File: src/rtl/id_ex_stage_if.sv
// rtl/id_ex_stage_if.sv - decode-to-ALU stage bundle with forwarding taps
interface id_ex_stage_if #(
    parameter int DATA_W = 32,
    parameter int REG_W  = 5,
    parameter int OP_W   = 7
);
    logic              in_valid;
    logic [OP_W-1:0]   in_opcode;
    logic [REG_W-1:0]  in_rs1;
    logic [REG_W-1:0]  in_rs2;
    logic [DATA_W-1:0] in_rs1_data;
    logic [DATA_W-1:0] in_rs2_data;
    logic [REG_W-1:0]  in_rd;
    logic              in_wr_en;
    logic              in_is_load;
    logic              stall_in;
    logic              flush;
    logic              mem_wr_en;
    logic [REG_W-1:0]  mem_rd;
    logic [DATA_W-1:0] mem_data;
    logic              wb_wr_en;
    logic [REG_W-1:0]  wb_rd;
    logic [DATA_W-1:0] wb_data;
    logic              out_valid;
    logic [OP_W-1:0]   out_opcode;
    logic [DATA_W-1:0] out_a;
    logic [DATA_W-1:0] out_b;
    logic [REG_W-1:0]  out_rd;
    logic              out_wr_en;
    logic              out_is_load;
    logic              upstream_stall;

    modport master (
        output in_valid, in_opcode, in_rs1, in_rs2, in_rs1_data, in_rs2_data,
               in_rd, in_wr_en, in_is_load, stall_in, flush,
               mem_wr_en, mem_rd, mem_data, wb_wr_en, wb_rd, wb_data,
        input  out_valid, out_opcode, out_a, out_b, out_rd, out_wr_en,
               out_is_load, upstream_stall
    );

    modport slave (
        input  in_valid, in_opcode, in_rs1, in_rs2, in_rs1_data, in_rs2_data,
               in_rd, in_wr_en, in_is_load, stall_in, flush,
               mem_wr_en, mem_rd, mem_data, wb_wr_en, wb_rd, wb_data,
        output out_valid, out_opcode, out_a, out_b, out_rd, out_wr_en,
               out_is_load, upstream_stall
    );
endinterface

File: src/rtl/id_ex_stage.sv
// rtl/id_ex_stage.sv - ID/EX pipeline register with operand forwarding and load-use bubbles
module id_ex_stage #(
    parameter int DATA_W = 32,
    parameter int REG_W  = 5,
    parameter int OP_W   = 7
) (
    input logic           clock,
    input logic           reset,
    id_ex_stage_if.slave  bus
);
    logic              valid;
    logic              wr_en;
    logic              is_load;
    logic [OP_W-1:0]   opcode;
    logic [REG_W-1:0]  rs1;
    logic [REG_W-1:0]  rs2;
    logic [REG_W-1:0]  rd;
    logic [DATA_W-1:0] rs1_val;
    logic [DATA_W-1:0] rs2_val;
    logic [DATA_W-1:0] fwd_a;
    logic [DATA_W-1:0] fwd_b;
    logic [DATA_W-1:0] cap_a;
    logic [DATA_W-1:0] cap_b;
    logic              lu;

    // MEM result is younger than WB, so it wins; register 0 is never forwarded.
    always_comb begin
        fwd_a = rs1_val;
        if (rs1 != '0) begin
            if (bus.mem_wr_en && bus.mem_rd == rs1)
                fwd_a = bus.mem_data;
            else if (bus.wb_wr_en && bus.wb_rd == rs1)
                fwd_a = bus.wb_data;
        end
        fwd_b = rs2_val;
        if (rs2 != '0) begin
            if (bus.mem_wr_en && bus.mem_rd == rs2)
                fwd_b = bus.mem_data;
            else if (bus.wb_wr_en && bus.wb_rd == rs2)
                fwd_b = bus.wb_data;
        end
    end

    // The register file is written in the same cycle it is read, so take the WB value directly.
    always_comb begin
        cap_a = bus.in_rs1_data;
        cap_b = bus.in_rs2_data;
        if (bus.wb_wr_en && bus.wb_rd == bus.in_rs1 && bus.in_rs1 != '0)
            cap_a = bus.wb_data;
        if (bus.wb_wr_en && bus.wb_rd == bus.in_rs2 && bus.in_rs2 != '0)
            cap_b = bus.wb_data;
    end

    always_comb begin
        lu = valid && is_load && bus.in_valid &&
             ((bus.in_rs1 == rd && bus.in_rs1 != '0) ||
              (bus.in_rs2 == rd && bus.in_rs2 != '0));
    end

    always_ff @(posedge clock or posedge reset) begin
        if (reset) begin
            valid   <= 1'b0;
            wr_en   <= 1'b0;
            is_load <= 1'b0;
            opcode  <= '0;
            rs1     <= '0;
            rs2     <= '0;
            rd      <= '0;
            rs1_val <= '0;
            rs2_val <= '0;
        end else if (bus.flush) begin
            valid   <= 1'b0;
            wr_en   <= 1'b0;
            is_load <= 1'b0;
        end else if (bus.stall_in) begin
            // Latch forwarded operands so a source that retires during the stall is not lost.
            rs1_val <= fwd_a;
            rs2_val <= fwd_b;
        end else if (lu) begin
            valid   <= 1'b0;
            wr_en   <= 1'b0;
            is_load <= 1'b0;
        end else begin
            valid   <= bus.in_valid;
            wr_en   <= bus.in_wr_en & bus.in_valid;
            is_load <= bus.in_is_load & bus.in_valid;
            opcode  <= bus.in_opcode;
            rs1     <= bus.in_rs1;
            rs2     <= bus.in_rs2;
            rd      <= bus.in_rd;
            rs1_val <= cap_a;
            rs2_val <= cap_b;
        end
    end

    assign bus.out_valid      = valid;
    assign bus.out_opcode     = opcode;
    assign bus.out_a          = fwd_a;
    assign bus.out_b          = fwd_b;
    assign bus.out_rd         = rd;
    assign bus.out_wr_en      = wr_en & valid;
    assign bus.out_is_load    = is_load & valid;
    assign bus.upstream_stall = bus.stall_in | lu;
endmodule

File: src/flat_wrapper.sv
// flat-port wrapper written by rule: the top's interface ports become plain ports
module id_ex_stage_flat 
#(
    parameter int DATA_W = 32,
    parameter int REG_W  = 5,
    parameter int OP_W   = 7
)
  (clock, reset, bus_in_valid, bus_in_opcode, bus_in_rs1, bus_in_rs2, bus_in_rs1_data, bus_in_rs2_data, bus_in_rd, bus_in_wr_en, bus_in_is_load, bus_stall_in, bus_flush, bus_mem_wr_en, bus_mem_rd, bus_mem_data, bus_wb_wr_en, bus_wb_rd, bus_wb_data, bus_out_valid, bus_out_opcode, bus_out_a, bus_out_b, bus_out_rd, bus_out_wr_en, bus_out_is_load, bus_upstream_stall);
  id_ex_stage_if #(.DATA_W(DATA_W), .REG_W(REG_W), .OP_W(OP_W)) bus_i ();
  input logic clock;
  input logic reset;
  input wire logic [$bits(bus_i.in_valid)-1:0] bus_in_valid;
  input wire logic [$bits(bus_i.in_opcode)-1:0] bus_in_opcode;
  input wire logic [$bits(bus_i.in_rs1)-1:0] bus_in_rs1;
  input wire logic [$bits(bus_i.in_rs2)-1:0] bus_in_rs2;
  input wire logic [$bits(bus_i.in_rs1_data)-1:0] bus_in_rs1_data;
  input wire logic [$bits(bus_i.in_rs2_data)-1:0] bus_in_rs2_data;
  input wire logic [$bits(bus_i.in_rd)-1:0] bus_in_rd;
  input wire logic [$bits(bus_i.in_wr_en)-1:0] bus_in_wr_en;
  input wire logic [$bits(bus_i.in_is_load)-1:0] bus_in_is_load;
  input wire logic [$bits(bus_i.stall_in)-1:0] bus_stall_in;
  input wire logic [$bits(bus_i.flush)-1:0] bus_flush;
  input wire logic [$bits(bus_i.mem_wr_en)-1:0] bus_mem_wr_en;
  input wire logic [$bits(bus_i.mem_rd)-1:0] bus_mem_rd;
  input wire logic [$bits(bus_i.mem_data)-1:0] bus_mem_data;
  input wire logic [$bits(bus_i.wb_wr_en)-1:0] bus_wb_wr_en;
  input wire logic [$bits(bus_i.wb_rd)-1:0] bus_wb_rd;
  input wire logic [$bits(bus_i.wb_data)-1:0] bus_wb_data;
  output wire logic [$bits(bus_i.out_valid)-1:0] bus_out_valid;
  output wire logic [$bits(bus_i.out_opcode)-1:0] bus_out_opcode;
  output wire logic [$bits(bus_i.out_a)-1:0] bus_out_a;
  output wire logic [$bits(bus_i.out_b)-1:0] bus_out_b;
  output wire logic [$bits(bus_i.out_rd)-1:0] bus_out_rd;
  output wire logic [$bits(bus_i.out_wr_en)-1:0] bus_out_wr_en;
  output wire logic [$bits(bus_i.out_is_load)-1:0] bus_out_is_load;
  output wire logic [$bits(bus_i.upstream_stall)-1:0] bus_upstream_stall;
  assign bus_i.in_valid = bus_in_valid;
  assign bus_i.in_opcode = bus_in_opcode;
  assign bus_i.in_rs1 = bus_in_rs1;
  assign bus_i.in_rs2 = bus_in_rs2;
  assign bus_i.in_rs1_data = bus_in_rs1_data;
  assign bus_i.in_rs2_data = bus_in_rs2_data;
  assign bus_i.in_rd = bus_in_rd;
  assign bus_i.in_wr_en = bus_in_wr_en;
  assign bus_i.in_is_load = bus_in_is_load;
  assign bus_i.stall_in = bus_stall_in;
  assign bus_i.flush = bus_flush;
  assign bus_i.mem_wr_en = bus_mem_wr_en;
  assign bus_i.mem_rd = bus_mem_rd;
  assign bus_i.mem_data = bus_mem_data;
  assign bus_i.wb_wr_en = bus_wb_wr_en;
  assign bus_i.wb_rd = bus_wb_rd;
  assign bus_i.wb_data = bus_wb_data;
  assign bus_out_valid = bus_i.out_valid;
  assign bus_out_opcode = bus_i.out_opcode;
  assign bus_out_a = bus_i.out_a;
  assign bus_out_b = bus_i.out_b;
  assign bus_out_rd = bus_i.out_rd;
  assign bus_out_wr_en = bus_i.out_wr_en;
  assign bus_out_is_load = bus_i.out_is_load;
  assign bus_upstream_stall = bus_i.upstream_stall;
  id_ex_stage #(.DATA_W(DATA_W), .REG_W(REG_W), .OP_W(OP_W)) u_core (.clock(clock), .reset(reset), .bus(bus_i));
endmodule
File: config.mk
export PLATFORM = sky130hd
export DESIGN_NAME = id_ex_stage_flat
export DESIGN_NICKNAME = d
export VERILOG_FILES = /design/src/rtl/id_ex_stage_if.sv /design/src/rtl/id_ex_stage.sv /design/src/flat_wrapper.sv
export SDC_FILE = /design/constraint.sdc
export NUM_CORES = 1
export LEC_CHECK = 0
export ABC_CLOCK_PERIOD_IN_PS = 2610
export BUFFER_PORTS_ARGS = -buffer_cell sky130_fd_sc_hd__buf_2
export CAP_MARGIN = 20
export CORE_MARGIN = 4
export CORE_UTILIZATION = 47
export CTS_CLUSTER_DIAMETER = 150
export DETAILED_ROUTE_END_ITERATION = 16
export GPL_TIMING_DRIVEN = 0
export PLACE_DENSITY = 0.8
export SYNTH_ARGS = -nofsm -noshare
export SYNTH_HDL_FRONTEND = slang
export SYNTH_SLANG_ARGS = --single-unit
export TNS_END_PERCENT = 50
File: constraint.sdc
create_clock -name clock -period 2.61 [get_ports clock]
set_input_delay 0.522 -clock clock [delete_from_list [all_inputs] [get_ports clock]]
set_output_delay 0.522 -clock clock [all_outputs]
set_load 0.03 [all_outputs]
==> impl_results.md <==
* Distinct cells, synth at 44
* Critical Path Fanout Max at 10
* Io pins at 249
* Crit-path slowest cell: dfrtp_1
* Startpoint types: flop
* Status: finished, violations left
* RSZ-0062 raised after global routing: true
* Asr flop ratio synth at 100.0%
* Dpl hpwl at 20.99 mm
* Setup Viol. Count Final at 65
* Syn avg cell area at 8.580 µm²
* Min-Delay Path Class: input port to async pin
* Failing checks: negative setup slack
* Port Buffers at 247
* Core ar. at 0.01526 mm²
* Arrival @ worst endpoint at 2.40 ns
* Crit path capture type: output pin
* Total grt overflow at 0
* Dpl ws at -0.4404 ns
* Max Clk Rate at 0.3418 GHz
* RR Endpoint: u_core.rs1_val[26]
* CTS tree: built
* CP Buf/Inv Count at 2
* Layout cells sized above 1 at 47.75%
* Syn Nets at 1025
* Top FF cell, synth: dfrtp_1
* Fin crit share at 112.1%
* Post-DR vias/cell at 6.450
* Yosys reg bits at 89
* Setup CP Type: flop to output pin
* Crit Reg-Reg Startpoint: u_core.bus.out_rd[2]
* Setup TNS at -16.77 ns
* Fin cells at 1370
* Area of the die at 0.01769 mm²
* Cell count after synthesis at 856
* Cells on worst reg2reg path at 8
* Critical path's top delay family: simple AND/OR/NAND/NOR gates
* Worst-path clk slew at 0.07 ns
* Worst setup path endpoint: bus_out_a[20]
* Mapped Area at 0.007345 mm²
* Area share of the largest cell type after synthesis at 30.32%
* Pin count of the biggest net entering global routing at 34
* Max VDD drop at 0.3662 mV
* Slowest stage delay, CP at 0.44 ns
* GPL Wtd Cong at 0.8940
* Final Hold Fails at 0
* Post-route DRC violation count at 0
* Seq/Total Area, Yosys at 30.32%
* Total global-route track usage at 34.06%
* Synth area leader: dfrtp_1
* CTS Buffer Depth at 2
* Fin Hold WS at 0.2772 ns
* Top area cells in the synthesized netlist: dfrtp_1 (30%), mux2_2 (13%), nand2_1 (6.6%)
* Leak at 5.048 nW
* Max Slew Vio Count at 0
* Inst Count DP at 1316
* Chip Width at 133.0 µm
* First-pass GRT wire length at 48.13 mm
* Max Cap Viol at 0
* Register area at 0.002231 mm²
* Std cell rows at 45
* Total CTS buffers at 9
* WL/cell at 23.07 µm
* Maximum level of the CTS H-tree at 3
* Number of global-route vias before repair at 8936
* Slew @ Worst Pin at 0.7261 ns
* Critical path launch point: u_core.rs1[4]
* TritonCTS sink count at 89
* Final worst path period need at 2.926 ns
* Die Y at 133.0 µm
* Post-synth EDFFs at 0
* R2R Setup Slk at -0.02 ns
* Vias post-DR at 8836
* Final Skew at 0.005020 ns
* Pwr Density at 513.7 mW/mm²
* Worst endpoint required time at 2.09 ns
* Multi-input logic area at 0.005413 mm²
* Fillers at 1143
* Total power at 5.606 mW
* DRT antenna net count at 0
* Setup slack after layout at -0.3157 ns
* Most frequent cell after synthesis: nand2_1
* Cell count along the critical path at 7
* Commonest cells post-synth: nand2_1 (129), dfrtp_1 (89), mux2_2 (86), nor2_1 (62), o22ai_1 (59)
* Synth-to-Final Area Change at 48.59%
* DR pass1 iterations at 6
* Worst slew margin at 51.49%
* Root Buffer: clkbuf_16
* Effective utilization at floorplan at 48.13%
* Worst-Skew Late Latency at 0.35 ns
* Synth Warn # at 0
* Crit path cell chain: nor3_1 > nand2_2 > clkbuf_2 > nand2_1 > o22ai_4 > a21o_1 > buf_6
* Final layout net count at 1323
* Initial drt markers at 1037
* Post-Route WL at 31.60 mm
* Antenna violations before repair at 0
[stage by stage]
stage                     area (µm²)  util, %
after floorplan                 7348        -
after global placement          8848    57.99
after detailed placement        8889    58.25
after CTS                      10620    69.58
after global routing           10910    71.50
final                          10910    71.52
[placed cells by master, fill, tap and decap left out, types with 3 or more instances in the layout]
master / count
a211oi_1: 55
a21o_1: 55
a21oi_1: 9
a221o_1: 9
a22oi_2: 7
a31oi_1: 9
and2_1: 5
buf_12: 10
buf_16: 4
buf_2: 203
buf_4: 32
buf_6: 74
buf_8: 3
clkbuf_1: 22
clkbuf_16: 10
clkbuf_2: 14
clkbuf_4: 4
dfrtp_1: 86
dfrtp_2: 3
inv_1: 11
mux2_2: 86
nand2_1: 127
nand4_1: 6
nor2_1: 62
nor3_1: 6
o21ai_0: 55
o22ai_2: 19
o22ai_4: 44
o31ai_1: 34
o31ai_2: 21
xnor2_1: 18
xor2_1: 19
xor2_2: 3
[worst min path at each step]
| stage | start | to | slack [ns] | cells past startpoint |
|---|---|---|---|---|
| after CTS | reset | u_core.rs2_val[27] | 0.29 | 2 |
| final | reset | u_core.rs2_val[27] | 0.28 | 2 |
| after floorplan | u_core.is_load | u_core.is_load | 0.46 | 1 |
| after global routing | reset | u_core.rs2_val[27] | 0.32 | 2 |
| after detailed placement | u_core.is_load | u_core.is_load | 0.47 | 1 |
| after global placement | u_core.is_load | u_core.is_load | 0.47 | 1 |
[per-layer routing]
metal / vias up / part of all wire, % / GRT usage (%)
met5: - / 0 / 0
met4: 0 / 5.2 / 15.76
met3: 151 / 12 / 8.707
met2: 713 / 46 / 54.51
met1: 4190 / 37 / 43.15
li1: 3782 / - / -
[worst reg2reg max path: cells and delay by family, from the launching register on]
| kind | cells | cell delay [ns] |
|---|---|---|
| flip-flops | 1 | 0.44 |
| AO/OA/AOI/OAI | 3 | 0.75 |
| XOR/XNOR | 1 | 0.17 |
| buffers and inverters | 2 | 0.72 |
| AND/OR/NAND/NOR | 2 | 0.45 |
[area by class of cell]
type / count / area share, %
flip-flops and latches: 89 / 20.44
plain buffers: 78 / 5.010
inverters: 13 / 0.4815
well taps: 211 / 2.419
repair buffers: 289 / 19.30
clock buffers: 13 / 2.385
clock inverters: 2 / 0.3440
diodes: 1 / 0.02293
multi-input cells: 674 / 49.60
[kinds of logic (layout without fill, tap and decap cells)]
family	count (synthesis)	after routing	share of synthesized area (%)
compound gates	330	330	32.93
xor+xnor	40	40	4.770
buf+inv	93	395	6.388
flops	89	89	30.32
mux	86	86	13.19
other cells	0	1	0
simple gates	218	218	12.40
[power by group]
group / switching (mW) / internal, mW / total, mW
sequential: 0.169 / 1.57 / 1.74
clock: 0.581 / 0.792 / 1.37
combinational: 1.41 / 1.08 / 2.49
total: 2.16 / 3.44 / 5.61
[flip-flops by register name, indices dropped and copies added (netlist names)]
| register | cells |
|---|---|
| u_core.bus.out_opcode | 7 |
| u_core.bus.out_rd | 5 |
| u_core.rs2_val | 32 |
| u_core.bus.out_valid | 1 |
| u_core.rs2 | 5 |
| u_core.wr_en | 1 |
| u_core.rs1 | 5 |
| u_core.is_load | 1 |
| u_core.rs1_val | 32 |
[timing repair]
item,4_1_cts,5_1_grt
hold buffers,0,0
cloned,5,1
pin swaps,58,21
gates resized for setup,269,48
setup buffers,21,13
setup endpoints to repair,65,105
(Power assumes the default switching activity.)
